===== src/rtl/exec_wb_unit.sv =====
// exec_wb_unit
// Write-back and completion unit downstream of the RV32IM execute stage.
// It retires single-cycle ALU results directly and parks on multi-cycle
// operations (multiply, divide, load) until the matching unit reports ready
// or the wait counter expires. One registered register-file write port is
// produced, and it doubles as the forwarding source.
//
// Ports:
//   clk, a_rst          clock (rising edge) and asynchronous active-high reset
//   ex_valid, ex_kind   instruction present / class (00 ALU, 01 MUL, 10 DIV, 11 LOAD)
//   alu_rslt_mux_sel    ALU source select (adder, shifter, arith/logic, pc+4)
//   ex_funct3           load size encoding
//   ex_rd, ex_useRd     destination register and its write qualifier
//   adder_result        adder output, low two bits double as load byte offset
//   shft_result, arth_log_result, jmp_pc4   other ALU sources
//   mul_result/mul_rdy, div_result/div_rdy  multiplier and divider results
//   ld_data/ld_valid    aligned memory word and its valid strobe
//   stall_ex            hold execute stage (combinational)
//   rf_we, rf_waddr, rf_wdata   registered register-file write port
//   wb_err              one-cycle pulse when a multi-cycle wait is abandoned
module exec_wb_unit #(
    parameter int W       = 32,
    parameter int TIMEOUT = 64
) (
    input  logic         clk,
    input  logic         a_rst,
    input  logic         ex_valid,
    input  logic [1:0]   ex_kind,
    input  logic [1:0]   alu_rslt_mux_sel,
    input  logic [2:0]   ex_funct3,
    input  logic [4:0]   ex_rd,
    input  logic         ex_useRd,
    input  logic [W+1:0] adder_result,
    input  logic [W-1:0] shft_result,
    input  logic [W-1:0] arth_log_result,
    input  logic [W-1:0] jmp_pc4,
    input  logic [W-1:0] mul_result,
    input  logic [W-1:0] div_result,
    input  logic         mul_rdy,
    input  logic         div_rdy,
    input  logic         ld_valid,
    input  logic [W-1:0] ld_data,
    output logic         stall_ex,
    output logic         rf_we,
    output logic [4:0]   rf_waddr,
    output logic [W-1:0] rf_wdata,
    output logic         wb_err
);

    localparam int CW = $clog2(TIMEOUT);
    localparam logic [CW-1:0] TERM_CNT = CW'(TIMEOUT - 1);

    typedef enum logic [1:0] {IDLE, WAIT_MUL, WAIT_DIV, WAIT_LD} state_t;

    state_t        state;
    logic [CW-1:0] wait_cnt;
    logic [4:0]    cap_rd;
    logic          cap_use;
    logic [2:0]    cap_funct3;
    logic [1:0]    cap_off;

    logic [W-1:0]  alu_value;
    logic [7:0]    ld_byte;
    logic [15:0]   ld_half;
    logic [W-1:0]  ld_value;
    logic          unit_rdy;
    logic [W-1:0]  unit_value;

    // The two adder carry-out bits are not consumed by write-back.
    logic unused_adder_hi;
    assign unused_adder_hi = ^adder_result[W+1:W];

    // Upstream must freeze as soon as a multi-cycle op is offered, not one
    // cycle later, so the accept cycle itself already stalls.
    assign stall_ex = (state != IDLE) || (ex_valid && (ex_kind != 2'b00));

    always_comb begin
        alu_value = adder_result[W-1:0];
        case (alu_rslt_mux_sel)
            2'b01:   alu_value = shft_result;
            2'b10:   alu_value = arth_log_result;
            2'b11:   alu_value = jmp_pc4;
            default: alu_value = adder_result[W-1:0];
        endcase
    end

    // Load extraction uses the offset captured at accept time; the live
    // adder output belongs to whatever the stalled execute stage holds now.
    always_comb begin
        ld_byte  = ld_data[{cap_off, 3'b000} +: 8];
        ld_half  = ld_data[{cap_off[1], 4'b0000} +: 16];
        ld_value = ld_data;
        case (cap_funct3)
            3'b000:  ld_value = {{(W-8){ld_byte[7]}}, ld_byte};
            3'b100:  ld_value = {{(W-8){1'b0}}, ld_byte};
            3'b001:  ld_value = {{(W-16){ld_half[15]}}, ld_half};
            3'b101:  ld_value = {{(W-16){1'b0}}, ld_half};
            default: ld_value = ld_data;
        endcase
    end

    // Only the ready strobe belonging to the current wait state counts.
    always_comb begin
        unit_rdy   = 1'b0;
        unit_value = ld_value;
        case (state)
            WAIT_MUL: begin
                unit_rdy   = mul_rdy;
                unit_value = mul_result;
            end
            WAIT_DIV: begin
                unit_rdy   = div_rdy;
                unit_value = div_result;
            end
            WAIT_LD: begin
                unit_rdy   = ld_valid;
                unit_value = ld_value;
            end
            default: begin
                unit_rdy   = 1'b0;
                unit_value = ld_value;
            end
        endcase
    end

    // Completion FSM. rf_waddr/rf_wdata only move when a write is issued so
    // the forwarding path keeps presenting the last written value. A ready
    // in the terminal-count cycle is checked first and therefore wins.
    always_ff @(posedge clk or posedge a_rst) begin
        if (a_rst) begin
            state      <= IDLE;
            wait_cnt   <= '0;
            cap_rd     <= '0;
            cap_use    <= 1'b0;
            cap_funct3 <= '0;
            cap_off    <= '0;
            rf_we      <= 1'b0;
            rf_waddr   <= '0;
            rf_wdata   <= '0;
            wb_err     <= 1'b0;
        end else begin
            rf_we  <= 1'b0;
            wb_err <= 1'b0;
            if (state == IDLE) begin
                if (ex_valid) begin
                    if (ex_kind == 2'b00) begin
                        if (ex_useRd && (ex_rd != 5'd0)) begin
                            rf_we    <= 1'b1;
                            rf_waddr <= ex_rd;
                            rf_wdata <= alu_value;
                        end
                    end else begin
                        cap_rd     <= ex_rd;
                        cap_use    <= ex_useRd;
                        cap_funct3 <= ex_funct3;
                        cap_off    <= adder_result[1:0];
                        wait_cnt   <= '0;
                        case (ex_kind)
                            2'b01:   state <= WAIT_MUL;
                            2'b10:   state <= WAIT_DIV;
                            default: state <= WAIT_LD;
                        endcase
                    end
                end
            end else begin
                if (unit_rdy) begin
                    if (cap_use && (cap_rd != 5'd0)) begin
                        rf_we    <= 1'b1;
                        rf_waddr <= cap_rd;
                        rf_wdata <= unit_value;
                    end
                    state <= IDLE;
                end else if (wait_cnt == TERM_CNT) begin
                    wb_err <= 1'b1;
                    state  <= IDLE;
                end else begin
                    wait_cnt <= wait_cnt + CW'(1);
                end
            end
        end
    end

endmodule

===== config.mk =====
export PLATFORM = sky130hd
export DESIGN_NAME = exec_wb_unit
export DESIGN_NICKNAME = d
export VERILOG_FILES = /design/src/rtl/exec_wb_unit.sv
export SDC_FILE = /design/constraint.sdc
export NUM_CORES = 1
export LEC_CHECK = 0
export CORE_ASPECT_RATIO = 0.5
export CORE_MARGIN = 8
export CORE_UTILIZATION = 38
export CTS_CLUSTER_SIZE = 30
export DETAILED_ROUTE_END_ITERATION = 16
export GPL_ROUTABILITY_DRIVEN = 0
export HOLD_SLACK_MARGIN = 0.05
export PLACE_DENSITY = 0.83
export SYNTH_ARGS = -nofsm -noshare
export SYNTH_HDL_FRONTEND = slang
export SYNTH_SLANG_ARGS = --single-unit

===== constraint.sdc =====
create_clock -name clk -period 2.95 [get_ports clk]
set_clock_uncertainty 0.1 [all_clocks]
set_input_delay 0.59 -clock clk [delete_from_list [all_inputs] [get_ports clk]]
set_output_delay 0.59 -clock clk [all_outputs]
set_load 0.1 [all_outputs]

After elaboration in Yosys (flattened, before gate mapping)
Cells that the tools add are included.
{"block": "op_classes", "n_eq_ne": 18, "muxes": 36, "reduce_logical": 18, "shifts": 2, "bitwise": 1, "add_sub_neg": 1}
{"operator": "32-bit two-way mux", "n": 6}
{"operator": "32-bit case mux with 4 select lines", "n": 1}
{"operator": "32-bit case mux with 3 select lines", "n": 1}
{"operator": "32-bit case mux with 2 select lines", "n": 1}
{"operator": "32-bit by 6-bit variable part select with 16-bit output", "n": 1}
{"operator": "32-bit by 6-bit variable part select with 8-bit output", "n": 1}
{"operator": "5-bit two-way mux", "n": 6}
{"operator": "6-bit two-way mux", "n": 5}
{"operator": "2-bit == test, second input constant", "n": 5}
{"operator": "2-bit two-way mux", "n": 5}
{"operator": "5-bit nonzero test", "n": 2}
{"operator": "1-bit two-way mux", "n": 9}
{"operator": "2-bit nonzero test", "n": 4}
{"operator": "6-bit by 1-bit adder with 6-bit output, second input constant", "n": 1}
{"operator": "2-bit by 1-bit == test with 1-bit output, second input constant", "n": 3}
{"operator": "3-bit == test, second input constant", "n": 2}
{"operator": "6-bit == test, second input constant", "n": 1}
{"operator": "2-bit by 1-bit inequality test with 1-bit output, second input constant", "n": 3}
{"operator": "2-bit inequality test, second input constant", "n": 3}
{"operator": "3-bit AND reduction", "n": 2}
{"operator": "5-bit AND reduction", "n": 1}
{"operator": "2-bit zero test", "n": 2}
{"operator": "2-bit case mux with 2 select lines", "n": 1}
{"operator": "4-bit AND reduction", "n": 1}
{"operator": "7 further kinds", "n": 9}
{"block": "totals", "word_cells": 86, "out_inout_bits": 40, "ff_bits": 58}

Longest topological paths before layout
{"block": "logic_depth", "depth_word": 6, "depth_mapped": 9, "mapped_depth_nobuf": 7}

Least setup slack after synthesis
OpenSTA, ideal clock, no wires.
{"block": "synth_path", "path_kind": "flip-flop to output port", "from": "reg state[0]", "to": "out stall_ex", "path_slack_ns": 0.502, "required_time_ns": 2.260, "path_stages_with_launch": 6, "path_buffers": 2, "arrival_ns": 1.758, "path_cell_list": "dfrtp_1 inv_1 ha_1 clkbuf_1 buf_1 nand2_1"}
{"block": "synth_between", "elab_chain_len": 2}
{"element": "start: declaration", "line_no": "55", "rtl": "state_t state;"}
{"element": "start signal: assignment", "line_no": "131", "rtl": "state <= IDLE;"}
{"element": "start signal: assignment", "line_no": "159", "rtl": "2'b01: state <= WAIT_MUL;"}
{"element": "start signal: assignment", "line_no": "160", "rtl": "2'b10: state <= WAIT_DIV;"}
{"element": "2-bit nonzero test", "line_no": "75", "rtl": "assign stall_ex = (state != IDLE) || (ex_valid && (ex_kind != 2'b00));"}
{"element": "1-bit logical OR", "line_no": "75"}
{"element": "end: declaration", "line_no": "43", "rtl": "output logic stall_ex,"}
Every way passes these cells.

Final worst setup path
Same ends and word-level chain as after synthesis.

==> metrics.log <==
INFO  metric drt-wirelength-per-cell = 23.1 um
INFO  metric timing.reg2reg.worst_path_depth = 8
INFO  metric most-common-layout-cells = 241 x sky130_fd_sc_hd__clkdlybuf4s50_1, 79 x sky130_fd_sc_hd__a21oi_1, 58 x sky130_fd_sc_hd__dfrtp_1
INFO  metric grt_most_used_layer = met2
INFO  metric portion_of_the_post_synthesis_area_used_by_sequential_elements = 0.322
INFO  metric synthesized_area_fraction_occupied_by_ao_oa_aoi_and_oai_cells = 0.285
INFO  metric cts_resized = 0
INFO  metric layout_filler_cell_count = 946
INFO  metric clock_insertion_delay_worst_skew = around 0.33 ns
INFO  metric detail_route.wirelength = about 21000 um
INFO  metric synth.lib_cells_used.distinct = 45
INFO  metric mappedNetlistArea = about 4500 um2
INFO  metric post-cts-setup-buffer-count = 0
INFO  metric dp_hpwl = between 15000 and 20000 um
INFO  metric cts_made_buffers = 9
INFO  metric min_path_cells = 1
INFO  metric drt_first_iter_violations = 531
INFO  metric relSlewSlack = 0.298
INFO  metric cell_at_the_slowest_stage_of_the_critical_path = sky130_fd_sc_hd__dfrtp_1
INFO  metric largest_family_of_logic_cells_by_synthesized_area = compound AO/OA/AOI/OAI gates
INFO  metric floorplan.rows = 28
INFO  metric synthCells = between 400 and 500
INFO  metric fmaxAchievable = roughly 390 MHz
INFO  metric worst-r2r-setup-slack = about 0.41 ns
INFO  metric insertedDiodeCount = 0
INFO  metric tightest_slew = ~1.1 ns
INFO  metric cts.htree.levels = 3
INFO  metric critical-path-top-delay-family = buffers and inverters
INFO  metric boundaryPins = around 290
INFO  metric timing.critical_path.cells = inv_1 > ha_2 > buf_4 > nand2_1 > buf_12
INFO  metric post_synth_fa_ha_maj_area_fraction = 0.0139
INFO  metric layout-drive-gt1-share = 0.171
INFO  metric cp-end-kind = output pin
INFO  metric core = ~12000 um2
INFO  metric cts_tree = done
INFO  metric mux_share_of_post_synthesis_cell_area = 0.229
INFO  metric numPlacedInstances = 897
INFO  metric grt_setup_unrepaired = false
INFO  metric groute.layer.met2.usage = 0.452
INFO  metric area_growth = 72.3%
INFO  metric instances_no_fill = 913
INFO  metric vias = between 5000 and 6000
INFO  metric synth-xor-area-share = 0.00195
INFO  metric critical-path-max-stage-delay = 0.42 ns
INFO  metric status = complete, no violations
INFO  metric postRouteAntennaNets = 0
INFO  metric crit_type = reg -> out
INFO  metric wire_length_of_the_first_global_routing_pass = between 30000 and 40000 um
INFO  metric worst_reg2reg_startpoint = state[0]
INFO  metric timing.final.setup_violations = 0
INFO  metric asyncSetResetFlopFracSynth = 1.00
INFO  metric detail_route.drc_violations = 0
INFO  metric globalRouteTotalUtil = 0.255
INFO  metric floorplan.die.height = 93.0 um
INFO  metric post_cts_hold_buffer_count = 0
INFO  metric most_frequent_standard_cell_in_the_layout_excluding_fill_and_tap_cells = sky130_fd_sc_hd__clkdlybuf4s50_1
INFO  metric grt_start_max_net_pins = between 40 and 50
INFO  metric timing.max_cap.violations = 0
INFO  metric drt_pass_1_iters = 7
INFO  metric floorplan.initialDensity = 0.385
INFO  metric vias_in_the_first_global_route = around 5500
INFO  metric yosys_register_bits = between 50 and 60
INFO  metric irDropWorstVdd = between 0.7 and 0.8 mV
INFO  metric placement.io_buffers = approximately 280
INFO  metric die_span_x = 170 um
INFO  metric crit-reg2reg-capture = rf_waddr[1]
INFO  metric design.final.nets = between 900 and 1000
INFO  metric worst-path-max-fanout = 44
INFO  metric crit_required = approximately 2.3 ns
INFO  metric yosysWarningCount = 0
INFO  metric clk_pin_slew_worst_paths = about 0.050 ns
INFO  metric clk_root_buffer_cell = sky130_fd_sc_hd__clkbuf_16
INFO  metric holdPathEnd = wait_cnt[5]
INFO  metric p_leak = ~3.1 nW
INFO  metric worst_ep_arrival_time = ~1.9 ns
INFO  metric worstHoldPathType = reg -> reg
INFO  metric design.die.area = ~16000 um2
INFO  metric synth_fp_nets = 726
INFO  metric bufs_on_longest_clock_path = 2
INFO  metric period_minus_slack = 2.57 ns
INFO  metric timing.setup.tns = 0 ns
INFO  metric power.density = around 1200 nW/um2
INFO  metric final.hold.worst_slack = roughly 0.38 ns
INFO  metric overflow = 0
INFO  metric worst_hold_startpoint = wait_cnt[5]
INFO  metric synth_simple_gate_area_share = 0.0973
INFO  metric route.detailed.vias_per_inst = between 5 and 6
INFO  metric totalPowerFinal = 0.00897 W
INFO  metric grt.met1_usage = 0.306
INFO  metric initial_antenna_violation_count = 0
INFO  metric timing.critical_path.from_type = flip-flop
INFO  metric final_max_slew_viol_count = 0
INFO  metric fin_crit_share = 0.870
INFO  metric tritoncts_num_sinks = 58
INFO  metric synth_enable_flop_cells = 0
INFO  metric grtUsageMet3 = 0.0590
INFO  metric post_synth.cell_area_avg = between 9 and 10 um2
INFO  metric critPathBufInv = 3
INFO  metric finalHoldViolCount = 0
INFO  metric dominantRegCellSynth = sky130_fd_sc_hd__dfrtp_1
==> power breakdown <==
part | switching (W) | internal (W) | leakage [nW]
Combinational | 0.00432 | 0.00201 | 2.22
Clock | 0.000379 | 0.000759 | 0.156
Sequential | 0.000329 | 0.00118 | 0.683
Total | 0.00502 | 0.00394 | 3.06
==> cell usage after synthesis, drive strengths merged, types with 2 or more instances <==
cell type  number  area share
a21oi          79       0.088
dfrtp          58        0.32
nor2           41       0.034
a22oi          36       0.060
nand2          33       0.028
mux4           32        0.16
clkbuf         29       0.024
a31o           16       0.031
buf            16       0.018
mux2           16       0.040
o21ai          15       0.017
a22o           14       0.027
a31oi          13       0.018
mux2i          13       0.029
inv            10      0.0083
nand3           6      0.0067
nor2b           6      0.0083
ha              5       0.014
nand2b          4      0.0056
o22ai           4      0.0056
a21o            3      0.0050
o211ai          3      0.0050
or4             3      0.0058
a2111oi         2      0.0039
a211oi          2      0.0033
a32o            2      0.0044
nand4           2      0.0028
o221ai          2      0.0039
o311ai          2      0.0056
==> routing by layer <==
metal	up-vias	routed length, um
li1	2377	-
met2	257	10900
met3	45	1480
met4	0	519
met5	-	0
met1	2695	8170
==> how the worst max path moves through the flow <==
stage                      from      endpoint  slack, ns  cells after the start
finish                 state[0]      stall_ex       0.38                      5
global route         ex_kind[1]   rf_wdata[7]       0.25                      7
CTS                    state[0]      stall_ex       0.37                      5
detailed placement   ex_kind[1]  rf_wdata[19]       0.17                      7
global placement    ld_data[23]  rf_wdata[21]       0.22                      6
floorplan              state[0]      stall_ex       0.50                      5
==> cells by family after synthesis <==
logic type	Yosys count
mux	61
compound gates	197
flops	58
fa+ha+maj	5
xor+xnor	1
simple gates	99
buf+inv	55
==> registers in the layout, indices dropped and copies added, names as in the netlist <==
signal and flops:
state 2, wb_err 1, cap_rd 5, rf_waddr 5, cap_funct3 3, cap_use 1
rf_we 1, cap_off 2, wait_cnt 6, rf_wdata 32
==> stage by stage <==
step / area [um2] / util / setup slack [ns]
after CTS: 7750 / 0.663 / 0.368
after global placement: 7430 / 0.635 / 0.224
after floorplan: 4500 / - / 0.502
after detailed placement: 7430 / 0.635 / 0.170
after global routing: 7750 / 0.663 / 0.246
final: 7750 / 0.663 / 0.385
==> worst reg2reg max path: stages, from the launching register on <==
cell and delay (ns):
sky130_fd_sc_hd__dfrtp_1 0.40, sky130_fd_sc_hd__inv_1 0.09, sky130_fd_sc_hd__ha_2 0.22, sky130_fd_sc_hd__inv_2 0.17
sky130_fd_sc_hd__o211ai_1 0.16, sky130_fd_sc_hd__o22ai_4 0.80, sky130_fd_sc_hd__buf_4 0.31, sky130_fd_sc_hd__nor2_1 0.05
sky130_fd_sc_hd__a21oi_1 0.16
==> cell type report <==
type | count | area (um2) | share of cell area
Clock buffer | 11 | 243 | 0.0313
Tap cell | 165 | 206 | 0.0266
Timing Repair Buffer | 301 | 2900 | 0.374
Clock inverter | 5 | 77.6 | 0.0100
Inverter | 10 | 37.5 | 0.00484
Sequential cell | 58 | 1450 | 0.187
Multi-Input combinational cell | 363 | 2840 | 0.366
Note: power is estimated with default switching activity, not from simulation.
